### config.mk
export PLATFORM = sky130hd
export DESIGN_NAME = sfp_seq
export DESIGN_NICKNAME = d
export VERILOG_FILES = /design/src/rtl/sfp_seq.sv
export SDC_FILE = /design/constraint.sdc
export NUM_CORES = 1
export LEC_CHECK = 0
export ABC_AREA = 0
export CORE_ASPECT_RATIO = 1.4
export CORE_UTILIZATION = 41
export DETAILED_ROUTE_END_ITERATION = 10
export REMOVE_ABC_BUFFERS = 1
export SKIP_LAST_GASP = 1
export SLEW_MARGIN = 20
export SYNTH_ARGS = -nofsm -noshare
export SYNTH_HDL_FRONTEND = slang
export SYNTH_SLANG_ARGS = --single-unit
### constraint.sdc
create_clock -name clk -period 4.3 [get_ports clk]
set_clock_uncertainty 0.05 [all_clocks]
set_input_delay 0.86 -clock clk [delete_from_list [all_inputs] [get_ports clk]]
set_output_delay 0.86 -clock clk [all_outputs]
set_load 0.02 [all_outputs]
### src/rtl/sfp_seq.sv
// rtl/sfp_seq.sv - per-pass sequencer for a normalizer row: accumulate rows, lockstep with a peer core, then divide.
module sfp_seq #(
  parameter int len_w   = 5,
  parameter int max_len = 16
) (
  input  logic             clk,
  input  logic             reset,
  input  logic             start,
  input  logic [len_w-1:0] n_rows,
  input  logic             in_valid,
  output logic             in_rd,
  output logic             acc,
  output logic             sync_out,
  input  logic             sync_in,
  output logic             div,
  output logic             fifo_ext_rd,
  output logic             busy,
  output logic             done,
  output logic             err
);

  typedef enum logic [2:0] {IDLE, ACC, SYNC, DIV, DRAIN, FIN} state_t;

  localparam logic [len_w-1:0] one   = len_w'(1);
  localparam logic [len_w-1:0] max_v = len_w'(max_len);

  state_t           state, state_d;
  logic [len_w-1:0] len_q, acc_cnt, div_cnt;
  logic             legal;

  assign legal       = (n_rows != '0) && (n_rows <= max_v);
  assign in_rd       = acc;
  assign fifo_ext_rd = div;

  always_comb begin
    state_d = state;
    acc     = 1'b0;
    div     = 1'b0;
    busy    = 1'b1;
    done    = 1'b0;
    case (state)
      IDLE: begin
        busy = 1'b0;
        if (start && legal) state_d = ACC;
      end
      ACC: begin
        acc = in_valid;
        if (in_valid && (acc_cnt + one == len_q)) state_d = SYNC;
      end
      // Both cores compare the same two registered levels, so they leave SYNC on one edge.
      SYNC: if (sync_out && sync_in) state_d = DIV;
      DIV: begin
        div = 1'b1;
        if (div_cnt + one == len_q) state_d = DRAIN;
      end
      DRAIN: state_d = FIN;
      FIN: begin
        done    = 1'b1;
        state_d = IDLE;
      end
      default: state_d = IDLE;
    endcase
  end

  always_ff @(posedge clk) begin
    if (reset) begin
      state    <= IDLE;
      len_q    <= '0;
      acc_cnt  <= '0;
      div_cnt  <= '0;
      sync_out <= 1'b0;
      err      <= 1'b0;
    end else begin
      state <= state_d;
      if (state == IDLE && start) begin
        if (legal) begin
          len_q   <= n_rows;
          acc_cnt <= '0;
          div_cnt <= '0;
        end else begin
          err <= 1'b1;
        end
      end
      if (acc) acc_cnt <= acc_cnt + one;
      if (div) div_cnt <= div_cnt + one;
      if (state == ACC && state_d == SYNC) sync_out <= 1'b1;
      if (state == DIV && state_d == DRAIN) sync_out <= 1'b0;
    end
  end

endmodule

Word-level counts from Yosys, hierarchy flattened. Index checks and enable logic that the tools add are counted.

Bits in registers: 20. Bits of input ports: 10. Output and inout port bits: 8. Logic and storage cells: 50.

$add $sub $neg: 2. $lt $le $gt $ge: 1. Eq/ne operators: 9. Multiplexer cells: 13. Bitwise operators: 1. Reductions and logical operators: 18.

Operators by type and width (count): $mux 5 (4); $pmux 3 s5 (1); $mux 3 (4); $add 5x1->5 const B (2); $eq 5x5->1 (2); $eq 3x2->1 const B (3); $eq 3x3->1 const B (3); $reduce_and 2->1 (4); $reduce_bool 2->1 (4); $logic_and 1x1->1 (7); $le 5x5->1 const B (1); $reduce_bool 5->1 (1); $mux 1 (4); $eq 3x1->1 const B (1); $logic_not 3->1 (1); $reduce_or 2->1 (1); $not 1->1 (1).

Depth between registers and ports, before layout.
Depth in word-level cells: 8. Gate-level depth with buffers: 7. Depth with buffers taken out: 6.

Worst setup path before layout. No wires, ideal clock.

Path kind: input-to-output. From: input in_valid. To: output in_rd. Arrival: 1232 ps. Data required time: 3390 ps. Slack: 2158 ps. Cell stages on the path: 3. Buffers on the path: 1. Cells stage by stage: nand2_2 > inv_2 > buf_4.

Word-level cells in the longest chain between the ends: 1.

Ends and longest elaborated chain: from (decl) (RTL line 10) `input logic in_valid,`; $mux 1 (RTL line 41) `case (state)`; to (decl) (RTL line 11) `output logic in_rd,`.

Every way passes these cells.

Worst setup path after layout.
From: input in_valid. To: output acc.

Word-level cells in the longest chain between the ends: 1.

Ends and longest elaborated chain: $mux 1 (RTL line 41); to (decl) (RTL line 12) `output logic acc,`.

Every way passes these cells.

==> reports/qor.yml <==
logic_synthesis:
  synth_edf_count: 0
  ys.flop_type: "dfxtp_1"
  yosysWarnings: 0
  ys_seq_elements: 20
  synth_top_area_share_pct: 34.86
  synthCells: 131
  synthTopCellsByArea: "dfxtp_1 (35%), xnor2_1 (7.6%), nor2_1 (5.6%)"
  synth.distinct_cells: 38
  syn_area_sq_um: 1149
  async_flop_share_pct: 0
  synth_area_per_cell_sq_um: 8.768
  synth_seq_area_share_pct: 34.86
  synth_top_area_cell: "dfxtp_1"
critical_path:
  r2r_start: "acc_cnt[0]"
  cp-end-kind: "primary output"
  r2r_cells: 6
  worst-path-max-fanout: 6
  arrival_ps: 2250
  required_ps: 3390
  r2r_end: "state[1]"
  crit_start: "in_valid"
  reg2reg_slack_ps: 2300
  critical_path_class: "in -> out"
  crit_path_start_kind: "input pin"
clocking:
  cts_buffers: 3
  ctsHoldBuffers: 0
  clk_path_buf_depth: 2
  cts_resized: 0
  root_buffer: "clkbuf_4"
  clk_pin_slew_ps: 110
  clkLatencyLatePin_ps: 300
  cts.sinks: 20
  htree_levels: 1
  cts_tree: "done"
  postCtsSetupBuffers: 0
floorplanning:
  die-area_sq_um: 3020
  num_rows: 22
  initial_core_util_pct: 43.47
  die_width_microns: 46.74
  ios: 18
  core-area_sq_um: 2643
  die_h_microns: 64.63
hold_path:
  whs_endpoint: "err"
  hp-class: "reg -> reg"
  min_from: "err"
  hold_path_depth: 2
sta:
  setup_tns_ps: 0
  worst_slew_pin_slew_ps: 768.8
  fin_crit_ps: 3163
  hold_viol: 0
  setup_viol_count_final: 0
  timing.hold.ws_ps: 437.0
  max_slew_margin_pct: 48.59
  rsz0062_at_grt: "false"
  max_freq_ghz: 0.3162
  drv_slew: 0
  fin_crit_sh_pct: 73.55
route:
  drc_errors: 0
  wl_microns: 2486
  wire_per_inst_microns: 13.58
  drt-vias-per-instance: 5.421
  drtIter0Drc: 27
  vias: 992
  ant_nets: 0
  firstDrtPassIters: 4
power:
  p_leak_nw: 0.5545
  p_per_area_nw_per_um2: 271.2
  irDropWorstVdd_uv: 132.8
global_route:
  antenna_found_initial: 0
  grt_util_met3_pct: 1.671
  use_met1_pct: 24.66
  track_usage_pct: 18.15
  grt_pass1_wl_microns: 4126
  grt_pass1_vias: 920
  grt_max_degree: 21
  grt_busiest_layer: "met2"
  met2_usage_pct: 28.99
  grt.overflow.total: 0
placed_design:
  dp.cells: 179
  finalWeightedCongestion: 0.7964
  io_buffers: 17
  place_area_sq_um: 1333
  hpwl_microns: 1817
finish:
  fillers: 269
  antenna-diode-count: 0
  utilization_pct: 51.80
  layout-drive-gt1-share_pct: 10.88
  area_growth_pct: 19.17
  layout.nets: 160
  final_cell_mix: "dfxtp_1 (20), nor2_1 (17), clkdlybuf4s50_1 (17), a21oi_1 (11), xnor2_1 (10)"
  layout_commonest_cell: "dfxtp_1"
  stdcell_count: 183
  final_cell_area_sq_um: 1369
outcome:
  status: "finished, final reports clean"
run:
  cap_violations: 0
-- synthesized netlist by cell type (all sizes together), types with 4 or more instances --
| cell type | count |
|---|---|
| a21oi | 11 |
| and3 | 4 |
| buf | 4 |
| dfxtp | 20 |
| inv | 4 |
| mux2i | 5 |
| nand2 | 7 |
| nand3 | 7 |
| nor2 | 17 |
| o21ai | 6 |
| or3 | 4 |
| xnor2 | 10 |
| xor2 | 5 |
-- per-stage QoR --
step                setup WS [ps]  power (mW)
finish                       1137      0.3712
global route                 1048      0.3875
CTS                          1138      0.3761
detailed placement           1148      0.2648
global placement             1179      0.2640
floorplan                    2269      0.2376
-- metal layers --
| layer | up-vias | part of all wire [%] |
|---|---|---|
| li1 | 496 | - |
| met1 | 466 | 46 |
| met2 | 26 | 50 |
| met3 | 4 | 3.1 |
| met4 | 0 | 1.2 |
| met5 | - | 0 |
-- where the power goes --
part           leakage, nW  switching (mW)  total, mW  internal [mW]
Sequential           0.162         0.00794      0.199          0.191
Clock               0.0210          0.0588      0.110         0.0517
Combinational        0.371          0.0323     0.0622         0.0298
-- final cells by class --
class,instances,area [sq um],area share [%]
Clock buffer,4,36.28,2.651
Inverter,4,15.01,1.097
Multi-Input combinational cell,102,701.9,51.28
Sequential cell,20,400.4,29.25
Tap cell,36,45.04,3.291
Timing Repair Buffer,17,170.2,12.43
-- cell families after synthesis --
kind of cell | share of synthesized area [%]
AOI/OAI and AO/OA | 16.88
xor gates and xnor gates | 11.44
adders and majority gates | 2.178
DFF | 34.86
buffers and inverters | 4.029
muxes | 4.357
and+or+nand+nor | 26.25
-- critical path: stages --
cell             delay, ps
clkdlybuf4s50_1        530
nand2_2                120
inv_2                  130
clkdlybuf4s50_1        610
-- worst max path at each step --
stage | end | slack, ps | cells past startpoint
global route | acc | 1050 | 4
floorplan | acc | 2270 | 2
finish | acc | 1140 | 4
global placement | acc | 1180 | 4
CTS | acc | 1140 | 4
detailed placement | acc | 1150 | 4
-- flip-flops by register name (all words and copies together), names as in the netlist --
name	count
len_q	5
sync_out	1
state	3
err	1
acc_cnt	5
div_cnt	5
(Power assumes the default switching activity.)
